`src/rtl/c17_pipe_array.sv`:
```
// Three-stage pipelined array of ISCAS c17 circuits, one NAND level per stage.
// Optional accepted-result counter on out_count when C17_PIPE_CNT_EN is defined.
module c17_pipe_array #(
  parameter int LANES = 4,
  parameter int CNT_W = 16
) (
  input  logic             clk,
  input  logic             rst_n,
  input  logic [LANES-1:0] in_n1,
  input  logic [LANES-1:0] in_n2,
  input  logic [LANES-1:0] in_n3,
  input  logic [LANES-1:0] in_n6,
  input  logic [LANES-1:0] in_n7,
  input  logic             in_valid,
  output logic             in_ready,
  output logic [LANES-1:0] out_n22,
  output logic [LANES-1:0] out_n23,
  output logic             out_valid,
  input  logic             out_ready
`ifdef C17_PIPE_CNT_EN
  ,
  output logic [CNT_W-1:0] out_count
`endif
);

  typedef struct packed {
    logic [LANES-1:0] n10;
    logic [LANES-1:0] n11;
    logic [LANES-1:0] n2;
    logic [LANES-1:0] n7;
  } s1_t;

  typedef struct packed {
    logic [LANES-1:0] n10;
    logic [LANES-1:0] n16;
    logic [LANES-1:0] n19;
  } s2_t;

  logic v1, v2, v3;
  s1_t  s1_q, s1_d;
  s2_t  s2_q, s2_d;
  logic [LANES-1:0] n22_d, n23_d;
  logic adv1, adv2, adv3, acc;

  // A stage moves on when its successor is empty or moving itself
  assign adv3     = v3 && out_ready;
  assign adv2     = v2 && (!v3 || adv3);
  assign adv1     = v1 && (!v2 || adv2);
  assign in_ready = !v1 || adv1;
  assign acc      = in_valid && in_ready;

  always_comb begin
    s1_d.n10 = ~(in_n1 & in_n3);
    s1_d.n11 = ~(in_n3 & in_n6);
    s1_d.n2  = in_n2;
    s1_d.n7  = in_n7;
    s2_d.n10 = s1_q.n10;
    s2_d.n16 = ~(s1_q.n2 & s1_q.n11);
    s2_d.n19 = ~(s1_q.n11 & s1_q.n7);
    n22_d    = ~(s2_q.n10 & s2_q.n16);
    n23_d    = ~(s2_q.n16 & s2_q.n19);
  end

  always_ff @(posedge clk) begin
    if (!rst_n) begin
      v1 <= 1'b0;
      v2 <= 1'b0;
      v3 <= 1'b0;
    end else begin
      if (acc)       v1 <= 1'b1;
      else if (adv1) v1 <= 1'b0;
      if (adv1)      v2 <= 1'b1;
      else if (adv2) v2 <= 1'b0;
      if (adv2)      v3 <= 1'b1;
      else if (adv3) v3 <= 1'b0;
    end
  end

  always_ff @(posedge clk) begin
    if (!rst_n) begin
      s1_q    <= '0;
      s2_q    <= '0;
      out_n22 <= '0;
      out_n23 <= '0;
    end else begin
      if (acc)  s1_q <= s1_d;
      if (adv1) s2_q <= s2_d;
      if (adv2) begin
        out_n22 <= n22_d;
        out_n23 <= n23_d;
      end
    end
  end

  assign out_valid = v3;

`ifdef C17_PIPE_CNT_EN
  always_ff @(posedge clk) begin
    if (!rst_n)
      out_count <= '0;
    else if (adv3 && (out_count != {CNT_W{1'b1}}))
      out_count <= out_count + 1'b1;
  end
`else
  logic [CNT_W-1:0] unused_cnt_w;
  assign unused_cnt_w = '0;
`endif

endmodule

```
`config.mk`:
```
export PLATFORM = sky130hd
export DESIGN_NAME = c17_pipe_array
export DESIGN_NICKNAME = d
export VERILOG_FILES = /design/src/rtl/c17_pipe_array.sv
export SDC_FILE = /design/constraint.sdc
export NUM_CORES = 1
export LEC_CHECK = 0
export CAP_MARGIN = 20
export CORE_UTILIZATION = 55
export CTS_BUF_LIST = sky130_fd_sc_hd__clkbuf_4
export CTS_CLUSTER_DIAMETER = 50
export DETAILED_ROUTE_END_ITERATION = 8
export PLACE_DENSITY_LB_ADDON = 0.15
export SYNTH_ARGS = -nofsm -noshare
export SYNTH_HDL_FRONTEND = slang
export SYNTH_SLANG_ARGS = --single-unit
```
`constraint.sdc`:
```
create_clock -name clk -period 2.9 [get_ports clk]
set_input_delay 0.58 -clock clk [delete_from_list [all_inputs] [get_ports clk]]
set_output_delay 0.58 -clock clk [all_outputs]
set_load 0.02 [all_outputs]
```
==> metrics, run 1 <==
Via Count=1246; die outline width=54.9 um; Leakage=0.899 nW; number of global-route vias before repair=1112; die area=3010 um^2; Worst Hold Depth=2; final hold slack=0.466 ns; hold endpoint=s1_q[1]; post-CTS sizing=0; CTS tree=done; worst slew pin tran=0.701 ns; Cell Area, Synth=1540 um^2; ratio of cells with drive above 1 in the final layout=5.52%; Arrival @ worst endpoint=1.87 ns; Syn Inst Count=154; largest area contributor in the netlist=dfxtp_1; DRC=0; post-DR vias/cell=5.91; Avg Inst Size Synth=9.98 um^2; post-route ant nets=0; CTS root buf=clkbuf_4; Rel. slew slack=53.3%; WP data required=2.32 ns; WS Path Type=in -> out; nets=205; # diodes=0; Hold WC Path Type=reg -> reg; #FFs+latches synth=39; Max-Cap Viols=0; Rows=18; DRT Wirelength=3.06 mm; clock slew at reported path FFs=0.11 ns; R2R Setup Slk=1.02 ns; Register-to-Register Path Depth=4; reg2reg start=v2; grt ovf=0; crit-path max FO=3; Slew Limit Fails=0; Post-CTS Setup Bufs=0; I/O Pins=34; pwr dens=510 nW/um^2; RePlAce Congestion=0.780; TritonRoute pass-1 iters=4; clk buf depth=2; r2r endpoint=s1_q[8]; pin count of the biggest net entering global routing=52; status=complete, no violations; overall power=0.963 mW; setup violators final=0; DP Area=1840 um^2; IO Port Bufs=33; GRT Util Overall=23.5%; synth unique cells=16; CTS Buf Count=5; first-pass GRT wire length=4.77 mm; register area share after synthesis=50.8%; setup tns final=0 ns; initial antenna violation count=0; crit end category=output port; syn_nets=178; Fin. Hold Viols=0; initial core utilization=59.8%; post-route design area=1890 um^2; Final HPWL DP=2.18 mm; FILL cells=205; DR iter-0 viols=27; clock latency on the worst-skew pair=0.35 ns; CORE AREA=2570 um^2; Worst Hold Launch=s1_q[1]; synth top area cells=dfxtp_1 51%, o211a_1 13%, nand4_1 9.8%; Chip Height=54.9 um; Tcrit/Tclk final=84.6%; Worst setup SP type=primary input; H-tree Lvls=2; routed length per instance=14.5 um; Area Overhead vs Synth=22.8%; Sink Count=39; fmax=408 MHz; final clock skew=0.0121 ns; Final min period=2.45 ns; RSZ-0062 raised after global routing=no; Syn. warnings=0; maximum vdd drop=0.000422 V; # hold bufs at CTS=0; Yosys top cell area share=50.8%
## cells in the final DEF (no fill, tap or decap), types with 3 or more instances in the layout
cell and n:
o211a_1 20, inv_1 3, nand2_1 28, a21boi_1 3, dfxtp_1 39, clkbuf_4 5, nand4_1 24, o21ai_1 4
clkdlybuf4s50_1 33, mux2i_1 12
## power by group
part / switching, mW / internal, mW
Clock: 0.166 / 0.0859
Sequential: 0.0221 / 0.569
Combinational: 0.0513 / 0.0684
Total: 0.239 / 0.723
## per-stage QoR
| stage | utilization (%) | setup slack [ns] | instances |
|---|---|---|---|
| 6_report | 73.5 | 0.448 | 211 |
| 5_1_grt | 73.5 | 0.405 | 211 |
| 4_1_cts | 73.5 | 0.432 | 211 |
| 3_5_place_dp | 71.7 | 0.452 | 204 |
| 3_3_place_gp | 71.7 | 0.457 | 204 |
| 2_1_floorplan | - | 1.25 | 154 |
## Yosys cell counts (all sizes together)
cell type and instances:
a21boi 3, o211a 20, nand4 24, o21ai 4, buf 8, nand2b 1
nand2 28, clkbuf 7, dfxtp 39, nand3b 1, nand4b 1, mux2i 12
inv 3, and2 3
## critical path: stages
cell             delay, ns
clkdlybuf4s50_1       0.48
nand4b_1              0.17
clkdlybuf4s50_1       0.63
## per-layer routing
layer	up-vias	wire, um	GRT usage (%)	part of all wire [%]
li1	615	-	-	-
met1	599	1260	25.1	41
met2	28	1560	40.6	51
met3	4	184	9.17	6.0
met4	0	54	10.3	1.8
met5	-	0	0	0
## layout make-up
cell class	count	area, um^2	share of cell area (%)
well taps	30	37.5	1.99
flip-flops and latches	39	781	41.4
inverters	3	11.3	0.597
clock inverters	2	8.76	0.464
multi-input cells	97	666	35.3
repair buffers	35	345	18.3
clock buffers	5	37.5	1.99
## registers in the layout, indices dropped and copies added, names as in the netlist
register	flops
out_n22	4
out_n23	4
out_valid	1
s1_q	16
s2_q	12
v1	1
v2	1
## how the worst max path moves through the flow
stage          startpoint        to  slack (ns)  cells after the start
6_report        out_ready  in_ready        0.45                      3
4_1_cts         out_ready  in_ready        0.43                      3
5_1_grt         out_ready  in_ready        0.41                      3
3_3_place_gp    out_ready  in_ready        0.46                      3
2_1_floorplan   out_ready  in_ready        1.25                      2
3_5_place_dp    out_ready  in_ready        0.45                      3
## logic make-up after synthesis
group / after synthesis / synth area share (%)
AOI/OAI and AO/OA: 27 / 15.8
DFF: 39 / 50.8
and+or+nand+nor: 58 / 19.7
buffers and inverters: 18 / 5.86
muxes: 12 / 7.82
(Power assumes the default switching activity.)
==> run 2: changes to the inputs <==
- CORE_UTILIZATION: 55 -> 51
- clock period: 2.9 -> 2.34 ns (I/O delays scaled with it)
==> metrics, run 2 (synthesis gave the netlist of run 1 again) <==
status=finished with violations; failing checks=design-rule violations; routed length per instance=14.3 um; overall power=1.23 mW; maximum vdd drop=0.000536 V; post-layout util=69.0%; post-DR vias/cell=5.69; ratio of cells with drive above 1 in the final layout=9.09%; TritonRoute pass-1 iters=6; clock latency on the worst-skew pair=0.35 ns; nets=210; fmax=448 MHz; setup tns final=0 ns; IO Port Bufs=33; Final min period=2.23 ns; Slew Limit Fails=0; r2r endpoint=s1_q[0]; Hold WC Path Type=reg -> reg; Sink Count=39; Chip Height=56.9 um; post-CTS sizing=0; RSZ-0062 raised after global routing=no; Tcrit/Tclk final=95.4%; Register-to-Register Path Depth=4; Reg with most FFs=s1_q; number of global-route vias before repair=1189; Arrival @ worst endpoint=1.76 ns; CTS root buf=clkbuf_4; die area=3240 um^2; Rows=19; Leakage=0.921 nW; first-pass GRT wire length=5.44 mm; pwr dens=634 nW/um^2; GRT Util Overall=22.2%; WS Path Type=in -> out; Worst setup SP type=primary input; grt ovf=0; Rel. slew slack=51.1%; Area Overhead vs Synth=26.1%; pin count of the biggest net entering global routing=52; clock slew at reported path FFs=0.12 ns; initial core utilization=54.8%; most common cell after layout, fill and taps aside=dfxtp_1; # diodes=0; CTS Buf Count=5; CTS tree=done; CORE AREA=2810 um^2; WP data required=1.87 ns; Fin. Hold Viols=0; post-route ant nets=0; commonest cells after routing, fill and taps aside=39 x dfxtp_1, 33 x clkdlybuf4s50_1, 28 x nand2_1; DP Area=1880 um^2; DRC=2; H-tree Lvls=2; Post-CTS Setup Bufs=0; post-route design area=1940 um^2; # hold bufs at CTS=0; die outline width=56.9 um; max reg flops=16; clk buf depth=2; crit path capture=in_ready; DRT Wirelength=3.12 mm; final clock skew=0.0105 ns; RePlAce Congestion=0.756; Via Count=1241; initial antenna violation count=0; R2R Setup Slk=0.68 ns; crit path from=out_ready; Final HPWL DP=2.17 mm; crit end category=output port; reg2reg start=out_valid; crit-path max FO=3; DR iter-0 viols=44; Max-Cap Viols=0; setup violators final=0; worst slew pin tran=0.733 ns; biggest regs=s1_q: 16 flops, s2_q: 12 flops; I/O Pins=34
==> run 2: changes by cell type in the layout (fill, tap and decap cells not counted) <==
cell	previous run	this run
clkinv_1	1	0
clkinvlp_4	0	2
buf_4	2	7
==> run 2: how the worst min path moves through the flow <==
stage | start | endpoint | slack [ns] | cells past startpoint
6_report | s2_q[10] | s2_q[10] | 0.47 | 2
5_1_grt | s1_q[4] | s1_q[4] | 0.50 | 2
4_1_cts | s2_q[10] | s2_q[10] | 0.48 | 2
3_5_place_dp | s2_q[10] | s2_q[10] | 0.45 | 2
3_3_place_gp | s1_q[1] | s1_q[1] | 0.45 | 2
2_1_floorplan | s1_q[0] | s1_q[0] | 0.44 | 2
==> run 2: metal layers <==
layer,global-route usage [%],up-vias,part of all wire [%]
met2,34.8,21,47
met3,7.83,6,3.9
met5,0,-,0
met4,8.36,0,1.5
met1,27.9,592,48
li1,-,622,-
==> run 2: metrics by stage <==
stage,hold slack (ns),worst slack (ns),std cells
after floorplan,0.435,0.914,154
after global placement,0.445,0.117,210
after detailed placement,0.449,0.0868,210
after CTS,0.476,0.108,218
after global routing,0.498,0.0733,218
final,0.471,0.107,218
==> run 2: area by class of cell <==
cell class / count / area, um^2
clock buffer: 5 / 37.5
clock inverter: 3 / 20.0
fill: 224 / 868
inverter: 3 / 11.3
multi-input combinational: 97 / 666
sequential: 39 / 781
tap: 31 / 38.8
timing repair buffer: 40 / 383
==> run 2: where the power goes <==
part / total [mW] / switching (mW) / internal (mW) / leakage [nW]
logic: 0.157 / 0.0689 / 0.0885 / 0.572
clock network: 0.342 / 0.227 / 0.115 / 0.0272
registers: 0.729 / 0.0231 / 0.706 / 0.322
==> run 2: worst max-delay path, stage by stage <==
cell	delay, ns
clkdlybuf4s50_1	0.49
nand4b_1	0.17
clkdlybuf4s50_1	0.63
==> run 3: changes to the inputs <==
- TNS_END_PERCENT: not set -> 100
==> results of run 3 <==
Same layout as run 2: the final DEF is identical, and so are final timing and power.
